## src/rtl/div_pkg.sv

```systemverilog
// Shared types and constants for the sequential signed divider.
package div_pkg;

  localparam int unsigned WIDTH = 4;
  localparam int unsigned DW    = 2 * WIDTH;
  localparam int unsigned CNT_W = $clog2(DW);

  // Quotient returned for a zero divisor (-1 in two's complement).
  localparam logic [DW-1:0] DBZ_QUOT = '1;

  typedef enum logic [1:0] {
    IDLE = 2'd0,
    CALC = 2'd1,
    SIGN = 2'd2,
    DONE = 2'd3
  } state_t;

endpackage

```

## src/rtl/seq_signed_divider_if.sv

```systemverilog
// Handshake and operand/result bundle for seq_signed_divider.
interface seq_signed_divider_if #(
  parameter int unsigned WIDTH = div_pkg::WIDTH
);

  logic                   start;
  logic [2*WIDTH-1:0]     dividend;
  logic [WIDTH-1:0]       divisor;
  logic                   ready;
  logic                   busy;
  logic                   done;
  logic [2*WIDTH-1:0]     quotient;
  logic [WIDTH-1:0]       remainder;
  logic                   div_by_zero;
  logic                   overflow;

  modport master (
    output start, dividend, divisor,
    input  ready, busy, done, quotient, remainder, div_by_zero, overflow
  );

  modport slave (
    input  start, dividend, divisor,
    output ready, busy, done, quotient, remainder, div_by_zero, overflow
  );

endinterface

```

## src/rtl/div_restore_step.sv

```systemverilog
// One combinational restoring-division step on magnitudes.
module div_restore_step #(
  parameter int unsigned WIDTH = div_pkg::WIDTH
) (
  input  logic [WIDTH:0]     rem,
  input  logic [2*WIDTH-1:0] work,
  input  logic [WIDTH-1:0]   dvs,
  output logic [WIDTH:0]     rem_nxt,
  output logic [2*WIDTH-1:0] work_nxt
);

  localparam int unsigned QW = 2 * WIDTH;

  logic [WIDTH+1:0] rem_sh;
  logic [WIDTH+1:0] diff;

  // Shift {rem, work} left, trial-subtract the divisor, keep or restore.
  always_comb begin
    rem_sh   = {rem, work[QW-1]};
    diff     = rem_sh - (WIDTH+2)'(dvs);
    rem_nxt  = rem_sh[WIDTH:0];
    work_nxt = {work[QW-2:0], 1'b0};
    if (!diff[WIDTH+1]) begin
      rem_nxt  = diff[WIDTH:0];
      work_nxt = {work[QW-2:0], 1'b1};
    end
  end

endmodule

```

## src/rtl/seq_signed_divider.sv

```systemverilog
// Sequential signed divider: restoring division on magnitudes, one bit per clock.
module seq_signed_divider
  import div_pkg::*;
#(
  parameter int unsigned WIDTH = div_pkg::WIDTH
) (
  input logic                 clk,
  input logic                 rst,
  seq_signed_divider_if.slave bus
);

  localparam int unsigned QW = 2 * WIDTH;
  localparam int unsigned CW = $clog2(QW);

  state_t            state;
  logic [CW-1:0]     cnt;
  logic [WIDTH:0]    rem;
  logic [QW-1:0]     work;
  logic [WIDTH-1:0]  dvs_mag;
  logic              neg_dd;
  logic              neg_dv;
  logic              dbz;

  logic [WIDTH:0]    rem_nxt;
  logic [QW-1:0]     work_nxt;
  logic [QW-1:0]     dd_mag_c;
  logic [WIDTH-1:0]  dv_mag_c;
  logic              dv_zero_c;
  logic              neg_q_c;

  // Operand magnitudes; -2^(n-1) maps to 2^(n-1) as an unsigned value.
  always_comb begin
    dd_mag_c  = bus.dividend[QW-1] ? (~bus.dividend + QW'(1)) : bus.dividend;
    dv_mag_c  = bus.divisor[WIDTH-1] ? (~bus.divisor + WIDTH'(1)) : bus.divisor;
    dv_zero_c = (bus.divisor == '0);
    neg_q_c   = neg_dd ^ neg_dv;
  end

  div_restore_step #(
    .WIDTH (WIDTH)
  ) u_step (
    .rem      (rem),
    .work     (work),
    .dvs      (dvs_mag),
    .rem_nxt  (rem_nxt),
    .work_nxt (work_nxt)
  );

  // Control FSM, bit counter, working registers and registered outputs.
  // A zero divisor skips CALC and lets SIGN load the fixed result, so done
  // arrives two cycles after acceptance like a zero-length division.
  always_ff @(posedge clk) begin
    if (rst) begin
      state           <= IDLE;
      cnt             <= '0;
      rem             <= '0;
      work            <= '0;
      dvs_mag         <= '0;
      neg_dd          <= 1'b0;
      neg_dv          <= 1'b0;
      dbz             <= 1'b0;
      bus.ready       <= 1'b1;
      bus.busy        <= 1'b0;
      bus.done        <= 1'b0;
      bus.quotient    <= '0;
      bus.remainder   <= '0;
      bus.div_by_zero <= 1'b0;
      bus.overflow    <= 1'b0;
    end else begin
      case (state)
        IDLE: begin
          if (bus.start) begin
            neg_dd          <= bus.dividend[QW-1];
            neg_dv          <= bus.divisor[WIDTH-1];
            work            <= dd_mag_c;
            rem             <= '0;
            dvs_mag         <= dv_mag_c;
            cnt             <= CW'(QW - 1);
            dbz             <= dv_zero_c;
            bus.ready       <= 1'b0;
            bus.busy        <= 1'b1;
            bus.div_by_zero <= 1'b0;
            bus.overflow    <= 1'b0;
            state           <= dv_zero_c ? SIGN : CALC;
          end
        end
        CALC: begin
          rem  <= rem_nxt;
          work <= work_nxt;
          cnt  <= cnt - CW'(1);
          if (cnt == '0) begin
            state <= SIGN;
          end
        end
        SIGN: begin
          if (dbz) begin
            bus.quotient    <= '1;
            bus.remainder   <= '0;
            bus.div_by_zero <= 1'b1;
          end else begin
            bus.quotient  <= neg_q_c ? (~work + QW'(1)) : work;
            bus.remainder <= neg_dd ? (~rem[WIDTH-1:0] + WIDTH'(1)) : rem[WIDTH-1:0];
            // Only -2^(QW-1) / -1 yields a positive magnitude with the MSB set.
            bus.overflow  <= ~neg_q_c & work[QW-1];
          end
          bus.done <= 1'b1;
          state    <= DONE;
        end
        DONE: begin
          bus.done  <= 1'b0;
          bus.busy  <= 1'b0;
          bus.ready <= 1'b1;
          state     <= IDLE;
        end
        default: state <= IDLE;
      endcase
    end
  end

endmodule
```

## src/flat_wrapper.sv

```systemverilog
// flat-port wrapper written by rule: the top's interface ports become plain ports
module seq_signed_divider_flat import div_pkg::*;
#(
  parameter int unsigned WIDTH = div_pkg::WIDTH
)
  (clk, rst, bus_start, bus_dividend, bus_divisor, bus_ready, bus_busy, bus_done, bus_quotient, bus_remainder, bus_div_by_zero, bus_overflow);
  seq_signed_divider_if #(.WIDTH(WIDTH)) bus_i ();
  input logic clk;
  input logic rst;
  input wire logic [$bits(bus_i.start)-1:0] bus_start;
  input wire logic [$bits(bus_i.dividend)-1:0] bus_dividend;
  input wire logic [$bits(bus_i.divisor)-1:0] bus_divisor;
  output wire logic [$bits(bus_i.ready)-1:0] bus_ready;
  output wire logic [$bits(bus_i.busy)-1:0] bus_busy;
  output wire logic [$bits(bus_i.done)-1:0] bus_done;
  output wire logic [$bits(bus_i.quotient)-1:0] bus_quotient;
  output wire logic [$bits(bus_i.remainder)-1:0] bus_remainder;
  output wire logic [$bits(bus_i.div_by_zero)-1:0] bus_div_by_zero;
  output wire logic [$bits(bus_i.overflow)-1:0] bus_overflow;
  assign bus_i.start = bus_start;
  assign bus_i.dividend = bus_dividend;
  assign bus_i.divisor = bus_divisor;
  assign bus_ready = bus_i.ready;
  assign bus_busy = bus_i.busy;
  assign bus_done = bus_i.done;
  assign bus_quotient = bus_i.quotient;
  assign bus_remainder = bus_i.remainder;
  assign bus_div_by_zero = bus_i.div_by_zero;
  assign bus_overflow = bus_i.overflow;
  seq_signed_divider #(.WIDTH(WIDTH)) u_core (.clk(clk), .rst(rst), .bus(bus_i));
endmodule
```

## config.mk

```make
export PLATFORM = sky130hd
export DESIGN_NAME = seq_signed_divider_flat
export DESIGN_NICKNAME = d
export VERILOG_FILES = /design/src/rtl/div_pkg.sv /design/src/rtl/seq_signed_divider_if.sv /design/src/rtl/div_restore_step.sv /design/src/rtl/seq_signed_divider.sv /design/src/flat_wrapper.sv
export SDC_FILE = /design/constraint.sdc
export NUM_CORES = 1
export LEC_CHECK = 0
export BUFFER_PORTS_ARGS = -buffer_cell sky130_fd_sc_hd__buf_4
export CORE_MARGIN = 2
export CORE_UTILIZATION = 41
export CTS_CLUSTER_DIAMETER = 80
export DETAILED_ROUTE_END_ITERATION = 10
export REMOVE_ABC_BUFFERS = 1
export SYNTH_ARGS = -nofsm -noshare
export SYNTH_HDL_FRONTEND = slang
export SYNTH_SLANG_ARGS = --single-unit
```

## constraint.sdc

```tcl
create_clock -name clk -period 1.9 [get_ports clk]
set_input_delay 0.38 -clock clk [delete_from_list [all_inputs] [get_ports clk]]
set_output_delay 0.38 -clock clk [all_outputs]
set_load 0.05 [all_outputs]
```

==> key figures, run 1 <==
Yosys
  • Synth top area share: 0.357
  • Dominant cells by area after synthesis: dfxtp_1 (36%), ha_1 (7.4%), a21oi_1 (4.7%), nand2_1 (4.5%), nor2_1 (4.5%)
  • Predominant post-synthesis flop cell: dfxtp_1
  • Mapped Avg Cell Area: 8.17 µm²
  • Post-synth EDFFs: 0
  • Synth Warn #: 0
  • Syn Inst Count: ~290
  • Synth unique cells: 46
  • Synth cell count leaders: dfxtp_1 (42), nand2_1 (28), nor2_1 (28)
  • Most frequent cell after synthesis: dfxtp_1
  • Asr flop ratio synth: 0
  • Register area share after synthesis: 0.357
  • Post-synth top area cell: dfxtp_1
  • Synthesized flop and latch total: 42
  • Post-synthesis cell area: about 0.0024 mm²

STA
  • Final worst setup slack: 18.2 ps
  • Hold Fails Final Rpt: 0
  • Final setup violation count: 0
  • Final TNS setup: 0 ps
  • Tightest Pin Transition: just under 700 ps
  • Slew Limit Fails: 0
  • Slew headroom: 0.545
  • Fmax: approximately 0.53 GHz
  • Clock Skew: between 8 and 9 ps
  • RSZ-0062 raised after global routing: yes
  • Final cycle utilization of the critical path: 0.990
  • Min Tclk post-route: 1880 ps

Detailed routing
  • Residual DRC: 0
  • Via count: 2107
  • DRT Wirelength: about 5.3 mm
  • Starting DRT DRC Count: 67
  • TritonRoute pass-1 iters: 4
  • Vias per Instance: between 5 and 6
  • Drt wl/cell: 13.1 µm
  • Antenna Nets Post-Route: 0

Job
  • Max_cap viols: 0

Placed design
  • Placer's final routability congestion estimate: between 0.7 and 0.8
  • Pre-CTS setup slack: -55.8 ps
  • # port buffers: 31
  • Hpwl dp: 3.98 mm
  • Placed cells: roughly 400

Critical path
  • Critical Path Fanout Max: 5
  • WS Path Type: flip-flop to flip-flop
  • CP peak stage delay: 370 ps
  • Type of element launching the critical path: flip-flop
  • Critical path, cell by cell: inv_2, ha_4, nor2b_4, o2111a_1, a211o_4, or3_1, a31oi_1
  • Top cell family by delay on the critical path: compound AO/OA/AOI/OAI gates
  • Crit path max-delay cell type: or3_1
  • Worst Path Arrival: 2110 ps
  • Critical path required time: around 2100 ps
  • Crit path capture type: flip-flop
  • CP bufs+invs: 1

Clock tree
  • Clock sinks: 42
  • Num CTS Buffers: 5
  • CTS Buffer Depth: 2
  • Root buffer cell: clkbuf_8
  • Clk slew on worst S/H paths: 80 ps
  • H-tree levels: 2
  • CTS tree: built
  • Clock latency on the worst-skew pair: between 200 and 300 ps

Floorplan
  • Row Count: 27
  • Die X: 79.8 µm
  • Area of the core: 0.00554 mm²
  • Starting Density: 0.425
  • Die area: about 0.0064 mm²
  • I/O pin count: 32
  • Die Y: approximately 80 µm

Layout
  • Layout cells sized above 1: 0.205
  • Layout Utilization: 0.527
  • Final nets: between 300 and 400
  • Layout area overhead: 24.0%
  • Final std cells w/o fill: about 400
  • # diodes: 0
  • Filler cells: 543

Pwr
  • Switch share: 0.403
  • Seq pwr share: 0.320
  • Clk pwr share: 0.189
  • Combinational cell fraction of total power: 0.491
  • Net Sw Power: roughly 1.5 mW
  • Pleak: around 1.2 nW
  • Power after layout: between 3 and 4 mW
  • PwrDens: 1300 mW/mm²
  • Int Power: 2.27 mW
  • Peak VDD IR: between 800 and 900 µV

Global routing
  • Antenna violations before repair: 0
  • First-pass GRT wire length: a little under 9 mm
  • Grt ovf: 0
  • Largest net degree at the start of global routing: 31
  • Total GRT Usage: 0.175
  • Via count of the first global-routing pass: ~1900

Run status
  • Status: finished, final reports clean

Min path
  • Hold/Removal Path Class: primary input to flip-flop
power groups by stage:
stage,clock (mW),sequential (mW),combinational (mW)
2_1_floorplan,0,1.45,0.997
3_3_place_gp,0,1.22,1.78
3_5_place_dp,0,1.23,1.80
4_1_cts,0.727,1.21,1.85
5_1_grt,0.768,1.24,2.07
6_report,0.717,1.21,1.87
path summary, 6_finish.rpt:
| check | start | end | slack (ps) | cells past startpoint |
|---|---|---|---|---|
| setup / recovery | u_core.dvs_mag[1] | u_core.rem[4] | 20 | 7 |
| hold / removal | bus_divisor[0] | u_core.dvs_mag[0] | 350 | 3 |
| setup reg to reg | u_core.dvs_mag[1] | u_core.rem[4] | 20 | 7 |
| hold reg to reg | u_core.dvs_mag[3] | u_core.dvs_mag[3] | 450 | 2 |
state kept, by name (all words and copies together) (netlist names):
name / flops
u_core.neg_dd: 1
u_core.dbz: 1
u_core.bus.busy: 1
u_core.rem: 5
u_core.bus.overflow: 1
u_core.cnt: 3
u_core.state: 2
u_core.bus.done: 1
u_core.bus.ready: 1
u_core.dvs_mag: 4
u_core.bus.quotient: 8
u_core.bus.div_by_zero: 1
u_core.neg_dv: 1
u_core.work: 8
u_core.bus.remainder: 4
stage by stage:
step                hold slack, ps  cell area [µm²]
finish                         354             2920
global route                   351             2920
CTS                            353             2890
detailed placement             446             2760
global placement               448             2760
floorplan                      426             2300
kinds of logic after synthesis:
group | count (synthesis) | synth area share
flip-flops | 42 | 0.357
buffers and inverters | 36 | 0.0590
XOR/XNOR | 15 | 0.0558
multiplexers | 5 | 0.0213
AND/OR/NAND/NOR | 92 | 0.186
AO/OA/AOI/OAI | 83 | 0.238
adder cells (fa/ha/maj) | 15 | 0.0829
tightest hold or removal path, delay by kind of cell:
kind / cells / cell delay, ps
AOI/OAI and AO/OA: 1 / 50
buffers and inverters: 1 / 110
and+or+nand+nor: 1 / 50
cell usage in the layout (no fill, tap or decap), types with 2 or more instances in the layout:
cell type and n:
a21boi_0 2, a221oi_1 4, nor2_1 28, o21ai_0 8, xor2_1 4, a22oi_1 3
dfxtp_2 2, mux2i_1 5, a311oi_1 6, ha_4 2, dfxtp_1 40, o211ai_1 7
nor3_1 7, nand3_1 2, nor2b_1 4, buf_4 50, ha_1 11, o22ai_1 2
nor4_1 2, o21ai_1 2, or3_1 3, inv_2 2, or2_1 2, nand2b_1 6
nor3b_1 2, a21oi_1 22, and2_1 2, clkbuf_8 6, a22o_1 3, inv_1 20
o31ai_1 3, nand2_1 28, a31oi_1 4, a211oi_1 9, o21bai_1 3, xnor2_1 11
layout make-up:
type / count / area [µm²] / area share
well taps: 72 / 90.1 / 0.0309
clock buffers: 6 / 82.6 / 0.0283
clock inverters: 1 / 30.0 / 0.0103
flip-flops and latches: 42 / 843 / 0.289
inverters: 22 / 82.6 / 0.0283
multi-input cells: 210 / 1420 / 0.485
repair buffers: 50 / 375 / 0.129
timing repair:
action,4_1_cts,5_1_grt
gates resized for setup,3,6
pin swaps,1,6
hold buffers,0,0
endpoints found under the setup margin,3,4
setup buffers,1,0
layer usage:
metal | vias to the layer above | share of wire | GRT usage
met5 | - | 0 | 0
met4 | 0 | 0.011 | 0.0458
met3 | 7 | 0.036 | 0.0305
met2 | 34 | 0.44 | 0.278
met1 | 959 | 0.51 | 0.246
li1 | 1107 | - | -
(Power assumes the default switching activity.)
==> run 2: changes to the inputs <==
- PLACE_DENSITY: default -> 0.65
- SKIP_LAST_GASP: default -> 1
==> key figures, run 2 (synthesis results as in run 1) <==
STA
  • Slew headroom: 0.588
  • Final worst setup slack: between 30 and 40 ps
  • Tightest Pin Transition: 613 ps
  • Final setup violation count: 0
  • Hold WS: 341 ps
  • Min Tclk post-route: roughly 1900 ps
  • Slew Limit Fails: 0
  • RSZ-0062 raised after global routing: yes
  • Fmax: 0.536 GHz
  • Hold Fails Final Rpt: 0
  • Final cycle utilization of the critical path: 0.982
  • Final TNS setup: 0 ps
  • Clock Skew: slightly below 4 ps

Floorplan
  • I/O pin count: 32
  • Die X: about 80 µm
  • Row Count: 27
  • Starting Density: 0.425
  • Die Y: 79.8 µm
  • Die area: 0.00636 mm²
  • Area of the core: between 0.005 and 0.006 mm²

Clock tree
  • Clk slew on worst S/H paths: about 80 ps
  • H-tree levels: 2
  • Clock sinks: 42
  • Clock latency on the worst-skew pair: 300 ps
  • CTS tree: built
  • Root buffer cell: clkbuf_8
  • Num CTS Buffers: 5
  • CTS Buffer Depth: 2

Placed design
  • Area after DPL: 0.00276 mm²
  • Placer's final routability congestion estimate: slightly above 0.8
  • Pre-CTS setup slack: -39.1 ps
  • Hpwl dp: slightly above 4 mm
  • # port buffers: 31
  • Placed cells: ~400

Detailed routing
  • DRT Wirelength: ~5.4 mm
  • Vias per Instance: ~5.3
  • Via count: about 2200
  • Antenna Nets Post-Route: 0
  • Residual DRC: 0
  • Starting DRT DRC Count: 55
  • Drt wl/cell: 13.4 µm
  • TritonRoute pass-1 iters: 5

Critical path
  • CP peak stage delay: 380 ps
  • Critical Path Fanout Max: 5
  • Critical path required time: between 2000 and 2500 ps
  • Worst Setup SP: u_core.dvs_mag[1]
  • Worst Path Arrival: just over 2000 ps
  • Reg-to-Reg Start: u_core.dvs_mag[1]
  • Critical Path End: u_core.rem[2]
  • Type of element launching the critical path: flip-flop
  • Top cell family by delay on the critical path: compound AO/OA/AOI/OAI gates
  • Critical path, cell by cell: inv_2, ha_4, nor2b_4, o221ai_2, a211o_4, buf_4, mux2i_1, a22o_1
  • R2R cell count: 8
  • Critical path depth in cells: 8
  • Flop2flop setup slack: roughly 35 ps
  • Crit path capture type: flip-flop
  • End of the worst register-to-register path: u_core.rem[2]
  • CP bufs+invs: 2
  • Crit path max-delay cell type: a211o_4
  • WS Path Type: flip-flop to flip-flop

Pwr
  • Combinational cell fraction of total power: 0.499
  • Peak VDD IR: approximately 630 µV
  • Clk pwr share: 0.183
  • Pleak: between 1 and 1.5 nW
  • Net Sw Power: between 1.5 and 2 mW
  • Int Power: about 2.3 mW
  • PwrDens: between 1000 and 1500 mW/mm²
  • Power after layout: about 3.8 mW
  • Seq pwr share: 0.317
  • Switch share: 0.407

Layout
  • Final instance area: approximately 0.0029 mm²
  • # diodes: 0
  • Largest registers: u_core.bus.quotient x8, u_core.work x8, u_core.rem x5
  • Most common cell after layout, fill and taps aside: buf_4
  • Layout Utilization: 0.526
  • Most frequent cells in the layout: buf_4 (50), dfxtp_1 (41), nor2_1 (28), nand2_1 (28), a21oi_1 (22)
  • Layout area overhead: 23.9%
  • Final std cells w/o fill: between 400 and 500
  • Layout cells sized above 1: 0.208
  • Final nets: ~360

Global routing
  • Antenna violations before repair: 0
  • Grt ovf: 0
  • First-pass GRT wire length: a little over 9 mm
  • Via count of the first global-routing pass: 1974
  • Total GRT Usage: 0.180
  • Largest net degree at the start of global routing: 43

Job
  • Max_cap viols: 0

Min path
  • Hold/Removal Path Class: primary input to flip-flop

Run status
  • Status: finished, final reports clean
-- run 2: cell count changes in the layout (fill, tap and decap cells not counted) --
| cell | delta |
|---|---|
| clkinv_2 | +2 |
| o21ai_1 | +1 |
| o21ai_0 | -1 |
| dfxtp_1 | +1 |
| ha_2 | +1 |
| ha_1 | -1 |
| dfxtp_2 | -1 |
| clkbuf_8 | -1 |
-- run 2: tightest hold or removal path, delay by kind of cell --
family	cells	cell delay (ps)
compound gates	1	50
buf+inv	1	110
simple gates	1	50
-- run 2: timing repair --
item | 4_1_cts | 5_1_grt
gates cloned | 0 | 0
setup endpoints to repair | 4 | 4
gates resized for setup | 3 | 7
hold buffers | 0 | 0
pin swaps | 1 | 5
setup buffers | 0 | 1
-- run 2: worst min path at each step --
stage | from | endpoint | cells after the start
2_1_floorplan | u_core.dvs_mag[3] | u_core.dvs_mag[3] | 2
3_3_place_gp | u_core.dvs_mag[3] | u_core.dvs_mag[3] | 2
3_5_place_dp | u_core.cnt[0] | u_core.cnt[0] | 1
4_1_cts | bus_divisor[0] | u_core.dvs_mag[0] | 3
5_1_grt | bus_divisor[0] | u_core.dvs_mag[0] | 3
6_report | bus_divisor[0] | u_core.dvs_mag[0] | 3
-- run 2: area by class of cell --
cell class,count,area [µm²]
fill,550,2620
multi-input combinational,210,1420
sequential,42,842
timing repair buffer,50,375
tap,72,90.1
inverter,22,82.6
clock buffer,5,68.8
clock inverter,3,40.0
-- run 2: power groups by stage --
| stage | Combinational (mW) | Clock, mW | Sequential [mW] |
|---|---|---|---|
| 3_5_place_dp | 1.84 | 0 | 1.23 |
| 6_report | 1.91 | 0.701 | 1.21 |
| 5_1_grt | 2.11 | 0.760 | 1.24 |
| 4_1_cts | 1.88 | 0.715 | 1.21 |
| 3_3_place_gp | 1.81 | 0 | 1.22 |
| 2_1_floorplan | 0.997 | 0 | 1.45 |
-- run 2: metal layers --
metal,wire [µm],up-vias,global-route usage
met1,2610,987,0.246
met4,82,0,0.0559
met3,255,11,0.0351
met2,2460,51,0.286
li1,-,1106,-
met5,0,-,0
